**config.mk**
```make
export PLATFORM = sky130hd
export DESIGN_NAME = fetch_sequencer_flat
export DESIGN_NICKNAME = d
export VERILOG_FILES = /design/src/rtl/fetch_sequencer_if.sv /design/src/rtl/fetch_sequencer.sv /design/src/flat_wrapper.sv
export SDC_FILE = /design/constraint.sdc
export NUM_CORES = 1
export LEC_CHECK = 0
export ABC_AREA = 1
export CORE_MARGIN = 2
export CORE_UTILIZATION = 41
export DETAILED_ROUTE_END_ITERATION = 7
export GPL_ROUTABILITY_DRIVEN = 1
export GPL_TIMING_DRIVEN = 0
export PLACE_DENSITY = 0.76
export SLEW_MARGIN = 20
export SYNTH_ARGS = -nofsm -noshare
export SYNTH_HDL_FRONTEND = slang
export SYNTH_SLANG_ARGS = --single-unit
```
**constraint.sdc**
```tcl
create_clock -name clk -period 1.51 [get_ports clk]
set_input_delay 0.151 -clock clk [delete_from_list [all_inputs] [get_ports clk]]
set_output_delay 0.151 -clock clk [all_outputs]
set_load 0.1 [all_outputs]
```
**src/rtl/fetch_sequencer_if.sv**
```systemverilog
// Instruction BRAM read port between the fetch sequencer (master) and the memory (slave).
interface fetch_sequencer_if;
  localparam int unsigned ADDR_W = 32;
  localparam int unsigned DATA_W = 32;

  logic              mem_en;
  logic [ADDR_W-1:0] mem_addr;
  logic [DATA_W-1:0] mem_dout;

  modport master (output mem_en, output mem_addr, input mem_dout);
  modport slave  (input mem_en, input mem_addr, output mem_dout);
endinterface

```
**src/rtl/fetch_sequencer.sv**
```systemverilog
// Single-clock instruction fetch sequencer: one BRAM read per run tick or step edge,
// captures the returned word and advances the PC.
module fetch_sequencer #(
  parameter int unsigned DIV_MAX   = 50_000_000,
  parameter int unsigned MEM_WORDS = 64,
  parameter int unsigned PC_STEP   = 4
) (
  input  logic                clk,
  input  logic                rst,
  input  logic                mode_run,
  input  logic                step,
  input  logic                halt_req,
  fetch_sequencer_if.master   bus,
  output logic [31:0]         pc,
  output logic [31:0]         inst,
  output logic                inst_valid,
  output logic                halted,
  output logic [15:0]         inst_count,
  output logic [1:0]          state
);

  localparam int unsigned DIV_W  = (DIV_MAX > 1) ? $clog2(DIV_MAX) : 1;
  localparam int unsigned PC_MOD = MEM_WORDS * 4;
  localparam int unsigned CNT_W  = 16;

  typedef enum logic [1:0] {
    S_IDLE    = 2'd0,
    S_READ    = 2'd1,
    S_CAPTURE = 2'd2,
    S_HALT    = 2'd3
  } state_t;

  state_t             r_state;
  state_t             w_state_next;
  logic [DIV_W-1:0]   r_div;
  logic               r_step_prev;
  logic [31:0]        r_pc;
  logic [31:0]        r_inst;
  logic               r_inst_valid;
  logic               r_mem_en;
  logic               r_halted;
  logic [CNT_W-1:0]   r_inst_count;

  logic               w_step_edge;
  logic               w_div_run;
  logic               w_tick;
  logic               w_trigger;
  logic [31:0]        w_pc_next;

  assign w_step_edge = step & ~r_step_prev;
  assign w_div_run   = mode_run & (r_state != S_HALT);
  assign w_tick      = w_div_run & (r_div == DIV_W'(DIV_MAX - 1));
  assign w_trigger   = mode_run ? w_tick : w_step_edge;
  assign w_pc_next   = 32'((64'(r_pc) + 64'(PC_STEP)) % 64'(PC_MOD));

  // Rate divider: frozen in HALT, cleared whenever single-step mode is selected.
  always_ff @(posedge clk) begin
    if (!rst) begin
      r_div <= '0;
    end else if (!mode_run) begin
      r_div <= '0;
    end else if (r_state != S_HALT) begin
      r_div <= w_tick ? '0 : r_div + DIV_W'(1);
    end
  end

  always_comb begin
    w_state_next = r_state;
    case (r_state)
      S_IDLE: begin
        if (halt_req)       w_state_next = S_HALT;
        else if (w_trigger) w_state_next = S_READ;
      end
      S_READ:    w_state_next = S_CAPTURE;
      S_CAPTURE: w_state_next = halt_req ? S_HALT : S_IDLE;
      S_HALT: begin
        if (w_step_edge && !halt_req) w_state_next = S_IDLE;
      end
      default:   w_state_next = S_IDLE;
    endcase
  end

  // State and registered outputs; mem_en/halted are decoded from the next state.
  always_ff @(posedge clk) begin
    if (!rst) begin
      r_state      <= S_IDLE;
      r_step_prev  <= 1'b1;
      r_pc         <= '0;
      r_inst       <= '0;
      r_inst_valid <= 1'b0;
      r_mem_en     <= 1'b0;
      r_halted     <= 1'b0;
      r_inst_count <= '0;
    end else begin
      r_state      <= w_state_next;
      r_step_prev  <= step;
      r_mem_en     <= (w_state_next == S_READ);
      r_halted     <= (w_state_next == S_HALT);
      r_inst_valid <= 1'b0;
      if (r_state == S_CAPTURE) begin
        r_inst       <= bus.mem_dout;
        r_inst_valid <= 1'b1;
        r_pc         <= w_pc_next;
        if (r_inst_count != {CNT_W{1'b1}}) r_inst_count <= r_inst_count + CNT_W'(1);
      end
    end
  end

  assign bus.mem_en   = r_mem_en;
  assign bus.mem_addr = r_pc;
  assign pc           = r_pc;
  assign inst         = r_inst;
  assign inst_valid   = r_inst_valid;
  assign halted       = r_halted;
  assign inst_count   = r_inst_count;
  assign state        = r_state;

endmodule

```
**src/flat_wrapper.sv**
```systemverilog
// flat-port wrapper written by rule: the top's interface ports become plain ports
module fetch_sequencer_flat 
#(
  parameter int unsigned DIV_MAX   = 50_000_000,
  parameter int unsigned MEM_WORDS = 64,
  parameter int unsigned PC_STEP   = 4
)
  (clk, rst, mode_run, step, halt_req, pc, inst, inst_valid, halted, inst_count, state, bus_mem_en, bus_mem_addr, bus_mem_dout);
  fetch_sequencer_if bus_i ();
  input  logic clk;
  input  logic rst;
  input  logic mode_run;
  input  logic step;
  input  logic halt_req;
  output logic [31:0] pc;
  output logic [31:0] inst;
  output logic inst_valid;
  output logic halted;
  output logic [15:0] inst_count;
  output logic [1:0] state;
  output wire logic [$bits(bus_i.mem_en)-1:0] bus_mem_en;
  output wire logic [$bits(bus_i.mem_addr)-1:0] bus_mem_addr;
  input wire logic [$bits(bus_i.mem_dout)-1:0] bus_mem_dout;
  assign bus_mem_en = bus_i.mem_en;
  assign bus_mem_addr = bus_i.mem_addr;
  assign bus_i.mem_dout = bus_mem_dout;
  fetch_sequencer #(.DIV_MAX(DIV_MAX), .MEM_WORDS(MEM_WORDS), .PC_STEP(PC_STEP)) u_core (.clk(clk), .rst(rst), .mode_run(mode_run), .step(step), .halt_req(halt_req), .bus(bus_i), .pc(pc), .inst(inst), .inst_valid(inst_valid), .halted(halted), .inst_count(inst_count), .state(state));
endmodule
```
==> flow_metrics.py, run 1 <==
metrics = {
    "global_route": {
        "gr-total-overflow": 0,
        "grt_pass1_vias": 3968,
        "grt_first_pass_wirelength_um": 17600,
        "grt_max_degree": 15,
        "track_usage_pct": 19.1,
        "antenna_found_initial": 0,
    },
    "cells_and_area": {
        "syn_to_final_growth_pct": 45.6,
        "fin_nets": 820,
        "num_antenna_cells": 0,
        "drive_gt1_share_pct": 33.5,
        "fill_cells": 853,
        "fin_util_pct": 61.4,
    },
    "timing": {
        "worst_pin_slew_ns": 0.576,
        "fin_crit_ns": 1.47,
        "timing.final.crit_share_pct": 97.3,
        "slew_viol_final": 0,
        "hold_violations": 0,
        "setup_viol": 0,
        "fin_worst_skew_ns": 0.0166,
        "clock.fmax_mhz": 681,
        "slew_headroom_pct": 61.6,
        "hold_ws_ns": 0.366,
    },
    "worst_setup_path": {
        "critPathTopFamily": "buffers and inverters",
        "end_kind": "primary output",
        "worstPathMaxFanout": 5,
        "crit_path_start_kind": "flip-flop",
        "r2r_start": "u_core.inst_count[0]$_SDFFE_PN0P_",
        "cp.required_ns": 1.36,
        "timing.rr.end": "u_core.inst_count[11]$_SDFFE_PN0P_",
        "ff2ff_path_depth": 9,
        "cp.arrival_ns": 1.32,
        "path_cells": "clkdlybuf4s18_2",
        "cp_slowest_stage_delay_ns": 0.56,
        "slowest_stage": "clkdlybuf4s18_2",
        "crit_buf_inv": 1,
        "worst-setup-path-type": "reg -> out",
        "r2r_slack_ns": 0.07,
    },
    "drt": {
        "ant_nets": 0,
        "dr.max_layer_used": "met4",
        "wl_met3_um": 916,
        "via_per_inst": 4.56,
        "drc_errors": 0,
        "met1_length_um": 4420,
        "wl_um": 11100,
        "vias": 4198,
        "drt_pass1_iterations": 4,
        "drt-initial-drc-count": 182,
        "wl_per_cell_um": 12.0,
        "wl_met2_um": 5530,
    },
    "hold_path": {
        "min_to": "u_core.inst[26]$_SDFFE_PN0P_",
        "min_from": "bus_mem_dout[26]",
        "worstHoldPathType": "in -> reg",
        "hold_path_depth": 3,
    },
    "run_status": {
        "outcome": "completed",
    },
    "clock_network": {
        "cts.clk_slew.worst_paths_ns": 0.09,
        "clkLatencyLatePin_ns": 0.36,
        "htree_levels": 3,
        "cts_hold_buf": 0,
        "clockRootBuffer": "clkbuf_8",
        "cts_tree": "built",
        "cts_max_path_buffers": 2,
        "numCtsBuffers": 9,
        "cts.sinks": 86,
    },
    "synthesis": {
        "synth_area_per_cell_um2": 7.28,
        "synth.area.mux_share_pct": 0,
        "ys.warnings.count": 0,
        "synth_area_um2": 4350,
        "yosys_register_bits": 86,
        "yosys.area_share.simple_pct": 31.8,
        "ys_seq_area_share_pct": 39.5,
        "synth_cell_type_count": 35,
        "synth_compound_area_share_pct": 8.56,
        "syn_inst": 598,
        "synthXorXnorAreaFrac_pct": 2.82,
        "yosys.area_share.adder_pct": 0.862,
        "synth_top_family_by_area": "simple AND/OR/NAND/NOR gates",
    },
    "pwr": {
        "leakage_nw": 2.67,
        "ir_drop_uv": 535,
        "power.density_nw_per_um2": 940,
        "finalPower_mw": 5.96,
    },
    "floorplanning": {
        "core_um2": 10300,
        "io_pins": 154,
        "dieArea_um2": 11500,
        "rows": 37,
        "die_y_um": 107,
        "start_util_pct": 42.2,
        "die_x_um": 107,
    },
    "placement": {
        "gp_congestion": 0.854,
        "port_buffers": 101,
        "dpl.hpwl_um": 8110,
    },
    "run": {
        "maxCapViolations": 0,
    },
}
-- per-stage QoR --
step | instances | worst slack [ns] | cell area (um2) | setup TNS (ns)
2_1_floorplan | 649 | -0.0956 | 4660 | -0.555
3_3_place_gp | 886 | -0.282 | 5850 | -13.90
3_5_place_dp | 886 | -0.293 | 5850 | -15.14
4_1_cts | 907 | 0.00145 | 6120 | 0
5_1_grt | 921 | -0.0338 | 6340 | -0.184
6_report | 921 | 0.0410 | 6340 | 0
-- kinds of logic (layout without fill, tap and decap cells) --
kind of cell,count (synthesis),after routing
adder cells (fa/ha/maj),3,3
AO/OA/AOI/OAI,69,70
flip-flops,86,86
XOR/XNOR,14,14
buffers and inverters,122,257
other,1,52
AND/OR/NAND/NOR,303,303
-- layout by cell type, fill, tap and decap left out, drive strengths merged, types with 18 or more instances in the layout --
| cell | synthesis | layout |
|---|---|---|
| clkdlybuf4s50 | 0 | 36 |
| dfxtp | 86 | 86 |
| clkbuf | 5 | 18 |
| buf | 68 | 95 |
| nor3 | 18 | 18 |
| inv | 49 | 49 |
| nand2 | 99 | 99 |
| nor2 | 151 | 151 |
| a21oi | 21 | 22 |
| o21ai | 45 | 45 |
| conb | 1 | 52 |
| clkdlybuf4s15 | 0 | 51 |
| nand3 | 28 | 28 |
-- flip-flops by register name (all words and copies together) (netlist names) --
name	flops
u_core.r_step_prev	1
u_core.state	2
u_core.inst	32
u_core.inst_valid	1
u_core.bus.mem_en	1
u_core.halted	1
u_core.r_div	26
u_core.inst_count	16
u_core.bus.mem_addr	6
-- timing repair --
action                     in CTS  in global routing
gates cloned                    0                  1
resized for setup             211                 49
setup endpoints to repair      82                 46
pin swaps                       3                 14
buffers inserted                5                 13
-- per-layer routing --
layer	track usage, %	vias to the layer above
met1	21.4	1887
li1	-	2147
met4	9.28	0
met3	4.86	19
met2	33.5	145
met5	0	-
-- worst max path at each step --
| stage | start | endpoint | slack (ns) | cells after the start |
|---|---|---|---|---|
| detailed placement | rst | u_core.inst_count[9]$_SDFFE_PN0P_ | -0.29 | 5 |
| CTS | u_core.bus.mem_addr[6]$_SDFFE_PN0P_ | bus_mem_addr[6] | 0.001 | 1 |
| global placement | rst | u_core.inst_count[6]$_SDFFE_PN0P_ | -0.28 | 5 |
| finish | u_core.bus.mem_addr[2]$_SDFFE_PN0P_ | bus_mem_addr[2] | 0.04 | 1 |
| floorplan | u_core.inst_count[1]$_SDFFE_PN0P_ | u_core.inst_count[11]$_SDFFE_PN0P_ | -0.1 | 9 |
| global route | u_core.r_div[0]$_SDFFE_PN0N_ | u_core.halted$_SDFF_PN0_ | -0.03 | 11 |
-- layout make-up --
| cell class | count | area [um2] | area share, % |
|---|---|---|---|
| buffer | 73 | 524 | 8.27 |
| clock inverter | 3 | 20.0 | 0.316 |
| tap | 136 | 170 | 2.68 |
| multi-input combinational | 442 | 2300 | 36.3 |
| clock buffer | 13 | 159 | 2.51 |
| sequential | 86 | 1800 | 28.4 |
| inverter | 49 | 189 | 2.98 |
| timing repair buffer | 119 | 1170 | 18.5 |
-- synth_stat cells, drive strengths merged --
cell type  instances  share of area, %
nor4               1              0.49
xnor2              6               1.2
conb               1             0.086
a21oi             21               2.8
nand2             99               9.2
ha                 3              0.86
o21ai             45               5.3
nand4              4              0.57
nor3              18               2.6
xor2               8               1.6
a31oi              2              0.29
nand3             28               4.0
nor3b              1              0.17
clkbuf             5              0.43
inv               49               4.3
o31ai              1              0.17
buf               68                12
dfxtp             86                40
nand3b             1              0.17
nor2             151                15
-- power by group --
| part | internal (mW) | switching (mW) |
|---|---|---|
| sequential | 2.35 | 0.0764 |
| combinational | 0.423 | 1.60 |
| clock | 0.687 | 0.827 |
| total | 3.46 | 2.50 |
Note: power is estimated with default switching activity, not from simulation.
==> run 2: changes to the inputs <==
Settings changed: CTS_CLUSTER_SIZE set to 24.
==> results of run 2 <==
No change in the layout: final DEF, timing and power equal those of run 1.
